`src/rtl/flex_fifo_pkg.sv`:
```
// Shared constants and elaboration helpers for the flex_fifo block.
package flex_fifo_pkg;

   // Read-port modes: FWFT shows the head word combinationally, STD registers it on a read.
   localparam int FWFT_MODE = 1;
   localparam int STD_MODE  = 0;

   // Ceiling log2; the number of address bits needed to index 'depth' entries.
   function automatic int addr_width(input int depth);
      int w;
      w = 0;
      while (((1 << w) < depth) && (w < 30)) begin
         w = w + 1;
      end
      return w;
   endfunction

   // True for powers of two that are at least 2.
   function automatic bit is_pow2(input int v);
      return (v >= 2) && ((v & (v - 1)) == 0);
   endfunction

endpackage

```
`src/rtl/fifo_ram.sv`:
```
// Dual-port storage for flex_fifo: synchronous write port, asynchronous read port.
// The array carries no reset so it can map onto distributed/LUT RAM.
module fifo_ram #(
   parameter int DATA_WIDTH = 8,
   parameter int DEPTH      = 16,
   parameter int AW         = 4
) (
   input  logic                  clk,
   input  logic                  we_i,
   input  logic [AW-1:0]         waddr_i,
   input  logic [DATA_WIDTH-1:0] wdata_i,
   input  logic [AW-1:0]         raddr_i,
   output logic [DATA_WIDTH-1:0] rdata_o
);

   logic [DATA_WIDTH-1:0] mem_q [DEPTH];

   // Write port: store the word on the clock edge when enabled.
   always_ff @(posedge clk) begin
      if (we_i) begin
         mem_q[waddr_i] <= wdata_i;
      end
   end

   assign rdata_o = mem_q[raddr_i];

endmodule

```
`src/rtl/flex_fifo.sv`:
```
// Synchronous FIFO with wrap-bit pointers, programmable almost flags,
// overflow/underflow pulses and a selectable FWFT or registered read port.
module flex_fifo
   import flex_fifo_pkg::*;
#(
   parameter int DATA_WIDTH = 8,
   parameter int DEPTH      = 16,
   parameter int AF_LEVEL   = DEPTH - 2,
   parameter int AE_LEVEL   = 2,
   parameter int FWFT       = FWFT_MODE
) (
   input  logic                        clk,
   input  logic                        rst,
   input  logic                        clr,
   input  logic [DATA_WIDTH-1:0]       din,
   input  logic                        wren,
   input  logic                        rden,
   output logic [DATA_WIDTH-1:0]       dout,
   output logic                        full,
   output logic                        empty,
   output logic                        almost_full,
   output logic                        almost_empty,
   output logic [addr_width(DEPTH):0]  count,
   output logic                        overflow,
   output logic                        underflow
);

   localparam int AW = addr_width(DEPTH);
   localparam int PW = AW + 1;
   localparam logic [PW-1:0] AF_THR = PW'(AF_LEVEL);
   localparam logic [PW-1:0] AE_THR = PW'(AE_LEVEL);

   if (!is_pow2(DEPTH)) begin : g_bad_depth
      $error("flex_fifo: DEPTH must be a power of two and at least 2");
   end
   if (AE_LEVEL >= AF_LEVEL) begin : g_bad_levels
      $error("flex_fifo: AE_LEVEL must be below AF_LEVEL");
   end

   logic [PW-1:0]         wptr_q, wptr_d;
   logic [PW-1:0]         rptr_q, rptr_d;
   logic                  overflow_q, underflow_q;
   logic                  rd_ok, wr_ok, ram_we;
   logic [DATA_WIDTH-1:0] ram_rdata;

   // Status is decoded from the registered pointers only, so flags never glitch on inputs.
   assign empty        = (wptr_q == rptr_q);
   assign full         = (wptr_q[AW-1:0] == rptr_q[AW-1:0]) && (wptr_q[AW] != rptr_q[AW]);
   assign count        = wptr_q - rptr_q;
   assign almost_full  = (count >= AF_THR);
   assign almost_empty = (count <= AE_THR);

   // A read frees a slot in the same cycle, so a full FIFO still takes a write alongside a read.
   assign rd_ok  = rden && !empty;
   assign wr_ok  = wren && (!full || rd_ok);
   assign ram_we = wr_ok && !clr;

   assign overflow  = overflow_q;
   assign underflow = underflow_q;

   // Next-state pointers: flush wins, otherwise each accepted request advances its pointer.
   always_comb begin
      wptr_d = wptr_q;
      rptr_d = rptr_q;
      if (clr) begin
         wptr_d = '0;
         rptr_d = '0;
      end else begin
         if (wr_ok) wptr_d = wptr_q + PW'(1);
         if (rd_ok) rptr_d = rptr_q + PW'(1);
      end
   end

   // Pointer and error-pulse registers.
   always_ff @(posedge clk or posedge rst) begin
      if (rst) begin
         wptr_q      <= '0;
         rptr_q      <= '0;
         overflow_q  <= 1'b0;
         underflow_q <= 1'b0;
      end else begin
         wptr_q      <= wptr_d;
         rptr_q      <= rptr_d;
         overflow_q  <= !clr && wren && !wr_ok;
         underflow_q <= !clr && rden && empty;
      end
   end

   fifo_ram #(
      .DATA_WIDTH (DATA_WIDTH),
      .DEPTH      (DEPTH),
      .AW         (AW)
   ) u_ram (
      .clk     (clk),
      .we_i    (ram_we),
      .waddr_i (wptr_q[AW-1:0]),
      .wdata_i (din),
      .raddr_i (rptr_q[AW-1:0]),
      .rdata_o (ram_rdata)
   );

   if (FWFT != STD_MODE) begin : g_fwft
      // Head word falls through; forced to zero while nothing is stored.
      assign dout = empty ? '0 : ram_rdata;
   end else begin : g_std
      logic [DATA_WIDTH-1:0] dout_q;

      // Registered read: capture the head word on an accepted read, hold otherwise.
      always_ff @(posedge clk or posedge rst) begin
         if (rst) begin
            dout_q <= '0;
         end else if (clr) begin
            dout_q <= '0;
         end else if (rd_ok) begin
            dout_q <= ram_rdata;
         end
      end

      assign dout = dout_q;
   end

endmodule

```
`config.mk`:
```
export PLATFORM = sky130hd
export DESIGN_NAME = flex_fifo
export DESIGN_NICKNAME = d
export VERILOG_FILES = /design/src/rtl/flex_fifo_pkg.sv /design/src/rtl/fifo_ram.sv /design/src/rtl/flex_fifo.sv
export SDC_FILE = /design/constraint.sdc
export NUM_CORES = 1
export LEC_CHECK = 0
export BUFFER_PORTS_ARGS = -buffer_cell sky130_fd_sc_hd__clkbuf_2
export CORE_AREA = 2 2 78 136
export DETAILED_ROUTE_END_ITERATION = 10
export DIE_AREA = 0 0 80 138
export GPL_TIMING_DRIVEN = 0
export PLACE_DENSITY = 0.89
export RECOVER_POWER = 100
export SLEW_MARGIN = 20
export SYNTH_ARGS = -nofsm -noshare
export SYNTH_HDL_FRONTEND = slang
export SYNTH_HIERARCHICAL = 1
export SYNTH_SLANG_ARGS = --single-unit
```
`constraint.sdc`:
```
create_clock -name clk -period 3.3 [get_ports clk]
set_input_delay 0.825 -clock clk [delete_from_list [all_inputs] [get_ports clk]]
set_output_delay 0.825 -clock clk [all_outputs]
set_load 0.005 [all_outputs]
```
======== After elaboration in Yosys (flattened, before gate mapping) ========
Memory sizes are Yosys's and may differ from the RTL's.
Index checks and enable logic that the tools add are counted.
Widths: inputs -> output; s select.
storage, ports and cells
  logic and storage cells ................. 35
  register bits ........................... 12
  memories ................................ 1
  RAM bits ................................ 128
  input port bits ......................... 13
memories
  name         depth  width  rd ports  clocked after Yosys merged registers in  wr ports  line            RTL
  u_ram.mem_q  16     8      1         0                                        1         fifo_ram.sv:16  logic [DATA_WIDTH-1:0] mem_q [DEPTH];
cells by class
  $add $sub $neg .......................... 3
  reductions and logical operators ........ 15
  $lt $le $gt $ge ......................... 2
  equal/unequal tests ..................... 3
  multiplexer cells ....................... 7
operators by type and width
  kind                 number
  $mux 5               4
  $add 5x1->5 const B  2
  $logic_and 1x1->1    8
  $mux 8               1
  $eq 5x5->1           1
  $ge 5x4->1 const B   1
  $le 5x2->1 const B   1
  $sub 5x5->5          1
  $eq 4x4->1           1
  $logic_not 1->1      4
  $reduce_bool 2->1    2
  $mux 1               2
  $logic_or 1x1->1     1
  $ne 1x1->1           1

======== Logic depth before layout (Yosys ltp) ========
Gate-level depths: netlist of the first run.
  word-level depth ........................ 8
  mapped depth ............................ 8
  gate-level depth less buffers ........... 8

======== Modules after synthesis ========
Netlist of the first run, hierarchy kept.
modules (own cells, without submodules)
  module     times used  sequential area each (µm²)  area an instance (µm²)  cells an instance
  fifo_ram   1           3843.7                      4987.3                  221
  flex_fifo  1           300.3                       835.8                   85

======== Worst setup path before layout of the first run ========
Ideal clock, no wire load.
  kind .................................... reg2out
  start ................................... reg wptr_q[0]
  end ..................................... out almost_empty
  cell stages (with the launch flop) ...... 9
  arrival ................................. 1.979 ns
  path buffers ............................ 0
  path slack .............................. 0.496 ns
  cells stage by stage .................... dfrtp_1 inv_1 ha_1 inv_1 fa_1 a21o_1 a21oi_1 xnor2_1 a2111oi_1
on the way
  cells in the longest elaborated chain, start to end .. 2
RTL lines
  element                 line             RTL
  from (decl)             flex_fifo.sv:40  logic [PW-1:0] wptr_q, wptr_d;
  from (signal assigned)  flex_fifo.sv:82  wptr_q <= wptr_d;
  $sub 5x5->5             flex_fifo.sv:49  assign count = wptr_q - rptr_q;
  net count[4]            flex_fifo.sv:23  output logic [addr_width(DEPTH):0] count,
  $le 5x2->1              flex_fifo.sv:51  assign almost_empty = (count <= AE_THR);
  to (decl)               flex_fifo.sv:22  output logic almost_empty,
The timed path passes the listed nets, and every way through them passes these cells.

======== Worst setup path in the final report of the first run ========
  start ................................... reg rptr_q[0]
  end ..................................... out dout[5]
on the way
  cells in the longest elaborated chain, start to end .. 2
RTL lines
  element                 line              RTL
  from (decl)             flex_fifo.sv:41   logic [PW-1:0] rptr_q, rptr_d;
  from (signal assigned)  flex_fifo.sv:83   rptr_q <= rptr_d;
  $mem_v2 16x8            -
  net ram_rdata[5]        flex_fifo.sv:44   logic [DATA_WIDTH-1:0] ram_rdata;
  $mux 8                  flex_fifo.sv:104  assign dout = empty ? '0 : ram_rdata;
  to (decl)               flex_fifo.sv:18   output logic [DATA_WIDTH-1:0] dout,
The timed path passes the listed nets, and every way through them passes these cells.

==> results.sh, run 1 <==
export IMPL_period_minus_slack_ns=3.26
export IMPL_synth_top_area_frac=0.660
export IMPL_track_usage=0.246
export IMPL_reg2reg_depth=6
export IMPL_synth_seq_cells=140
export IMPL_finalSetupViolations=0
export IMPL_ys_async_sr_fraction=0.0857
export IMPL_final_area_mm2=0.00680
export IMPL_synth_nets=326
export IMPL_dp_final_hpwl_um=8000
export IMPL_arrival_ns=2.43
export IMPL_max_cap_violations=0
export IMPL_swShare=0.252
export IMPL_pre_cts_ws_ns=0.0285
export IMPL_overflow=0
export IMPL_p_comb_frac=0.163
export IMPL_worst_slew_pin_slew_ns=0.883
export IMPL_hp_class="primary input to asynchronous set/reset pin"
export IMPL_synth_edf_count=128
export IMPL_grt_pass1_vias=3252
export IMPL_final_nets=381
export IMPL_crit_path_end_kind="primary output"
export IMPL_path_cells="buf_6, buf_6, mux4_1, a22oi_1, nand2_2, nor2b_1, clkbuf_1"
export IMPL_drive_gt1_frac=0.278
export IMPL_root_buffer="clkbuf_16"
export IMPL_hold_violations=0
export IMPL_tns_ns=0
export IMPL_grt_max_degree=17
export IMPL_max_freq_mhz=307
export IMPL_r2r_end="u_ram/mem_q[2][7]"
export IMPL_avgSynthCellArea_um2=19.0
export IMPL_critPathTopFamily="multiplexers"
export IMPL_p_int_mw=3.36
export IMPL_critPathLaunch="rptr_q[0]"
export IMPL_yosysSeqAreaShare=0.712
export IMPL_finalWirelength_um=12700
export IMPL_drv_slew=0
export IMPL_syn_to_final_growth_pct=16.8
export IMPL_crit_fanout=10
export IMPL_cts_made_buffers=17
export IMPL_yosysUniqueCellTypes=42
export IMPL_rows=49
export IMPL_cts_sinks=140
export IMPL_wl_per_cell_um=25.4
export IMPL_yosys_warnings=6
export IMPL_critPathMostFrequentCell="buf_6"
export IMPL_dieArea_mm2=0.0110
export IMPL_path_depth=7
export IMPL_outcome="finished, final reports clean"
export IMPL_fill_cells=642
export IMPL_initial_core_util=0.579
export IMPL_p_per_area_mw_per_mm2=661
export IMPL_fin_skew_ns=0.0146
export IMPL_slew_limit_headroom=0.409
export IMPL_clk_path_buf_depth=2
export IMPL_htree_levels=4
export IMPL_dpl_cell_area_mm2=0.00616
export IMPL_peakVddDrop_mv=0.539
export IMPL_io_buffer_count=31
export IMPL_ant_nets=0
export IMPL_layout_commonest_cell="edfxtp_1"
export IMPL_netSwitchingPower_mw=1.13
export IMPL_coreArea_mm2=0.0101
export IMPL_path_buf_inv=3
export IMPL_pwr_share_clk=0.397
export IMPL_r2r_start="wptr_q[1]"
export IMPL_syn_inst=306
export IMPL_antenna_found_initial=0
export IMPL_endpoint="dout[5]"
export IMPL_cp_slowest_cell="mux4_1"
export IMPL_clk_transition_reported_paths_ns=0.06
export IMPL_setup_ws_ns=0.0424
export IMPL_reg2reg_slack_ns=0.17
export IMPL_synth_top_flop_cell="edfxtp_1"
export IMPL_vias=3261
export IMPL_drt_initial_drc_count=379
export IMPL_startpoint_type="flip-flop"
export IMPL_cts_tree="yes"
export IMPL_min_period_over_period=0.987
export IMPL_syn_area_mm2=0.00582
export IMPL_slowest_delay_ns=0.57
export IMPL_antenna_diode_count=0
export IMPL_firstDrtPassIters=5
export IMPL_worstSetupPathType="flip-flop to primary output"
export IMPL_seqPwrFrac=0.441
export IMPL_pin_count=32
export IMPL_most_common_layout_cells="128 x edfxtp_1, 22 x nor2_1, 18 x clkbuf_1, 18 x mux4_2, 17 x clkbuf_16"
export IMPL_clk_latency_ns=0.42
export IMPL_drcViolationCount=0
export IMPL_p_leak_nw=2.27
export IMPL_grt_pass1_wl_um=19000
export IMPL_vias_per_cell=6.51
export IMPL_gp_congestion=0.824
export IMPL_synth_top_cell_by_area="edfxtp_1"
export IMPL_ctsHoldBuffers=0
export IMPL_synth_area_leaders="edfxtp_1 66%, mux4_2 7.0%, mux4_1 6.3%, dfrtp_1 5.2%, a22oi_1 2.1%"
export IMPL_dieHeight_um=138
export IMPL_worst_ep_required_time_ns=2.47
export IMPL_die_x_um=80
==> cells by family after synthesis <==
group,after synthesis,share of synthesized area
and+or+nand+nor,64,0.0565
adders and majority gates,7,0.0163
DFF,140,0.712
muxes,34,0.136
buffers and inverters,18,0.0200
AOI/OAI and AO/OA,33,0.0417
xor gates and xnor gates,10,0.0176
==> synthesized netlist by cell type, types with 4 or more instances <==
library cell	number
nor2b_1	9
dfrtp_1	12
mux4_2	18
nor2_1	23
nor3_1	4
nand2_1	10
o21ai_0	5
ha_1	6
xor2_1	5
a21oi_1	5
edfxtp_1	128
nand3_1	4
inv_1	7
mux4_1	14
a22oi_1	16
==> worst min-delay path by stage <==
| stage | slack [ns] | from | cells past startpoint | to |
|---|---|---|---|---|
| 6_report | 0.41 | rst | 2 | wptr_q[1] |
| 5_1_grt | 0.46 | rst | 2 | wptr_q[4] |
| 4_1_cts | 0.42 | rst | 2 | wptr_q[2] |
| 3_5_place_dp | 0.64 | rptr_q[3] | 2 | rptr_q[3] |
| 3_3_place_gp | 0.62 | rptr_q[3] | 2 | rptr_q[3] |
| 2_1_floorplan | 0.58 | rptr_q[3] | 2 | rptr_q[3] |
==> what timing repair did <==
action / CTS / global route
setup buffers: 1 / 4
pin swaps: 1 / 6
resized for setup: 9 / 13
hold endpoints to repair: 0 / 0
endpoints found under the setup margin: 12 / 32
==> cell type report <==
cell class | count | area (µm²) | share of cell area
buffer | 11 | 97.6 | 0.0144
inverter | 7 | 28.8 | 0.00423
tap | 127 | 159 | 0.0234
clock inverter | 13 | 116 | 0.0171
sequential | 140 | 4150 | 0.610
timing repair buffer | 36 | 171 | 0.0252
multi-input combinational | 148 | 1630 | 0.240
clock buffer | 19 | 443 | 0.0651
==> metal layers <==
metal / global-route usage / vias up / share of wire
met4: 0.146 / 0 / 0.038
met2: 0.400 / 189 / 0.54
met3: 0.0568 / 30 / 0.067
met1: 0.294 / 1680 / 0.36
met5: 0 / - / 0
li1: - / 1362 / -
==> stage by stage <==
stage                     hold WS [ns]  instances   util  total power [mW]
after floorplan                  0.580        306      -              2.44
after global placement           0.620        464  0.610              2.65
after detailed placement         0.645        464  0.612              2.67
after CTS                        0.418        497  0.671              4.48
after global routing             0.456        501  0.676              4.64
final                            0.412        501  0.676              4.49
==> power by group through the flow <==
stage	sequential [mW]	combinational [mW]	clock, mW
after floorplan	2.01	0.433	0
after global placement	2.02	0.632	0
after detailed placement	2.02	0.656	0
after CTS	1.98	0.686	1.81
after global routing	1.98	0.778	1.89
final	1.98	0.731	1.78
==> flip-flops by register name, summed over array words and instances, names as in the netlist <==
register	count
u_ram/mem_q	128
wptr_q	5
overflow	1
rptr_q	5
underflow	1
(Power assumes the default switching activity.)
==> run 2, diff against run 1 <==
SYNTH_HIERARCHICAL = unset   (was 1)
==> results.sh, run 2 <==
export IMPL_rsz0062_at_grt="true"
export IMPL_finalWirelength_um=15100
export IMPL_hp_class="primary input to asynchronous set/reset pin"
export IMPL_dp_cells=472
export IMPL_coreArea_mm2=0.0101
export IMPL_r2r_end="u_ram.mem_q[15][5]"
export IMPL_fin_cells=514
export IMPL_vias=3433
export IMPL_clk_transition_reported_paths_ns=0.06
export IMPL_met2_length_um=7670
export IMPL_firstDrtPassIters=5
export IMPL_top_regs="u_ram.mem_q: 128 flops, rptr_q: 5 flops, wptr_q: 5 flops"
export IMPL_startpoint_type="flip-flop"
export IMPL_io_buffer_count=31
export IMPL_yosysUniqueCellTypes=39
export IMPL_pin_count=32
export IMPL_synth_area_mux_share=0.159
export IMPL_crit_path_end_kind="primary output"
export IMPL_grt_pass1_vias=3537
export IMPL_synth_area_leaders="edfxtp_1 66%, mux4_2 8.8%, dfrtp_1 5.1%, mux4_1 4.0%, ha_1 1.9%"
export IMPL_overflow=0
export IMPL_drv_slew=0
export IMPL_setup_ws_ns=-0.0843
export IMPL_synth_seq_cells=140
export IMPL_antenna_found_initial=0
export IMPL_grt_pass1_wl_um=21400
export IMPL_synth_simple_area_share=0.0348
export IMPL_p_leak_nw=2.44
export IMPL_cts_made_buffers=17
export IMPL_finalSetupViolations=7
export IMPL_drcViolationCount=0
export IMPL_utilization=0.703
export IMPL_crit_fanout=4
export IMPL_syn_area_mm2=0.00586
export IMPL_outcome="finished, violations left"
export IMPL_cts_sinks=140
export IMPL_yosys_warnings=0
export IMPL_final_nets=397
export IMPL_seqPwrFrac=0.408
export IMPL_antenna_diode_count=0
export IMPL_period_minus_slack_ns=3.38
export IMPL_cts_tree="yes"
export IMPL_track_usage=0.281
export IMPL_slew_limit_headroom=0.377
export IMPL_yosysSeqAreaShare=0.707
export IMPL_clk_latency_ns=0.43
export IMPL_ant_nets=0
export IMPL_worst_ep_required_time_ns=2.47
export IMPL_most_common_layout_cells="128 x edfxtp_1, 24 x mux4_2, 20 x nor2_1, 20 x clkbuf_2, 17 x clkbuf_16"
export IMPL_arrival_ns=2.56
export IMPL_p_comb_frac=0.161
export IMPL_vias_per_cell=6.68
export IMPL_die_x_um=80
export IMPL_synth_compound_area_frac=0.0352
export IMPL_swShare=0.244
export IMPL_wl_met1_um=5120
export IMPL_synth_top_cells_by_count="128 x edfxtp_1, 23 x mux4_2, 20 x nor2_1, 13 x a21oi_1, 12 x dfrtp_1"
export IMPL_syn_to_final_growth_pct=20.5
export IMPL_synth_nets=337
export IMPL_hold_violations=0
export IMPL_grt_max_degree=19
export IMPL_synth_fa_ha_area_frac=0.0226
export IMPL_reg2reg_depth=8
export IMPL_ys_async_sr_fraction=0.0857
export IMPL_layout_commonest_cell="edfxtp_1"
export IMPL_netSwitchingPower_mw=1.18
export IMPL_htree_levels=4
export IMPL_max_freq_mhz=295
export IMPL_pre_cts_ws_ns=-0.388
export IMPL_p_int_mw=3.65
export IMPL_worstSetupPathType="flip-flop to primary output"
export IMPL_synth_top_family_by_area="multiplexers"
export IMPL_pwr_share_clk=0.431
export IMPL_min_period_over_period=1.03
export IMPL_avgSynthCellArea_um2=18.7
export IMPL_drive_gt1_frac=0.341
export IMPL_p_per_area_mw_per_mm2=684
export IMPL_initial_core_util=0.583
export IMPL_gp_congestion=0.885
export IMPL_drt_initial_drc_count=495
export IMPL_worst_slew_pin_slew_ns=0.931
export IMPL_dieArea_mm2=0.0110
export IMPL_dieHeight_um=138
export IMPL_root_buffer="clkbuf_16"
export IMPL_dp_final_hpwl_um=7990
export IMPL_ctsHoldBuffers=0
export IMPL_synth_top_flop_cell="edfxtp_1"
export IMPL_synth_top_area_frac=0.655
export IMPL_syn_inst=314
export IMPL_r2r_start="rptr_q[3]"
export IMPL_synth_top_cell_by_area="edfxtp_1"
export IMPL_clk_path_buf_depth=2
export IMPL_largest_register_ffs=128
export IMPL_rows=49
export IMPL_fin_skew_ns=0.0137
export IMPL_route_met3_wl_um=1260
export IMPL_peakVddDrop_mv=0.496
export IMPL_highest_layer="met4"
export IMPL_synth_edf_count=128
export IMPL_violations="negative setup slack"
export IMPL_wl_per_cell_um=29.3
export IMPL_synth_xor_area_frac=0.0177
export IMPL_regMostFlops="u_ram.mem_q"
export IMPL_synth_most_common_cell="edfxtp_1"
export IMPL_max_cap_violations=0
export IMPL_reg2reg_slack_ns=0.02
==> run 2: cell types whose count changed after synthesis, moves of 4 or more <==
cell,delta
a21oi_1,+8
a22oi_1,-16
clkbuf_1,+4
mux2_2,+8
mux2i_1,+7
mux4_1,-5
mux4_2,+5
nor2b_1,-8
o21ai_1,+8
==> run 2: power groups by stage <==
stage | clock network [mW] | registers, mW | logic [mW]
floorplan | 0 | 2.00 | 0.398
global placement | 0 | 2.01 | 0.588
detailed placement | 0 | 2.01 | 0.614
CTS | 2.08 | 1.97 | 0.661
global route | 2.16 | 1.97 | 0.820
finish | 2.08 | 1.97 | 0.779
==> run 2: cell type report <==
class,instances,area (µm²)
fill,542,2990
tap,127,159
clock inverter,14,215
multi-input combinational,149,1680
buffer,13,135
inverter,10,53.8
timing repair buffer,43,245
sequential,140,4140
clock buffer,18,429
==> run 2: worst max-delay path: stages (launching register included) <==
cell,delay (ns)
dfrtp_1,0.40
inv_2,0.10
ha_2,0.18
inv_2,0.05
fa_2,0.40
a21o_1,0.18
a21oi_2,0.19
xnor2_2,0.13
buf_4,0.17
a31o_2,0.22
clkbuf_2,0.12
==> run 2: what timing repair did <==
action | in CTS | in global routing
endpoints found under the setup margin | 144 | 137
pin swaps | 7 | 2
gates resized for setup | 28 | 20
buffers inserted | 7 | 5
==> run 2: per-stage QoR <==
step / instance area (µm²) / hold slack [ns] / TNS [ns] / total power [mW]
after floorplan: 5860 / 0.500 / 0 / 2.40
after global placement: 6180 / 0.514 / -27.26 / 2.59
after detailed placement: 6200 / 0.546 / -34.87 / 2.62
after CTS: 6980 / 0.384 / 0 / 4.71
after global routing: 7070 / 0.437 / -4.11 / 4.95
final: 7070 / 0.379 / -0.288 / 4.83
==> run 2: kinds of logic (layout without fill, tap and decap cells) <==
group / after synthesis / after routing
DFF: 140 / 140
muxes: 49 / 49
and+or+nand+nor: 45 / 45
AOI/OAI and AO/OA: 34 / 34
buffers and inverters: 25 / 98
xor gates and xnor gates: 11 / 11
adders and majority gates: 10 / 10
==> run 2: how the worst max path moves through the flow <==
stage          startpoint                  to  cells past startpoint
6_report        wptr_q[0]         almost_full                     10
5_1_grt         rptr_q[0]             dout[2]                      6
4_1_cts         rptr_q[2]        almost_empty                      9
3_5_place_dp    rptr_q[1]  u_ram.mem_q[15][2]                     10
3_3_place_gp    rptr_q[1]   u_ram.mem_q[3][1]                     10
2_1_floorplan   rptr_q[1]        almost_empty                     10
==> run 2: metal layers <==
layer / vias to the layer above / GRT usage
met1: 1708 / 0.309
met5: - / 0
met3: 87 / 0.0927
met4: 0 / 0.175
li1: 1372 / -
met2: 266 / 0.458
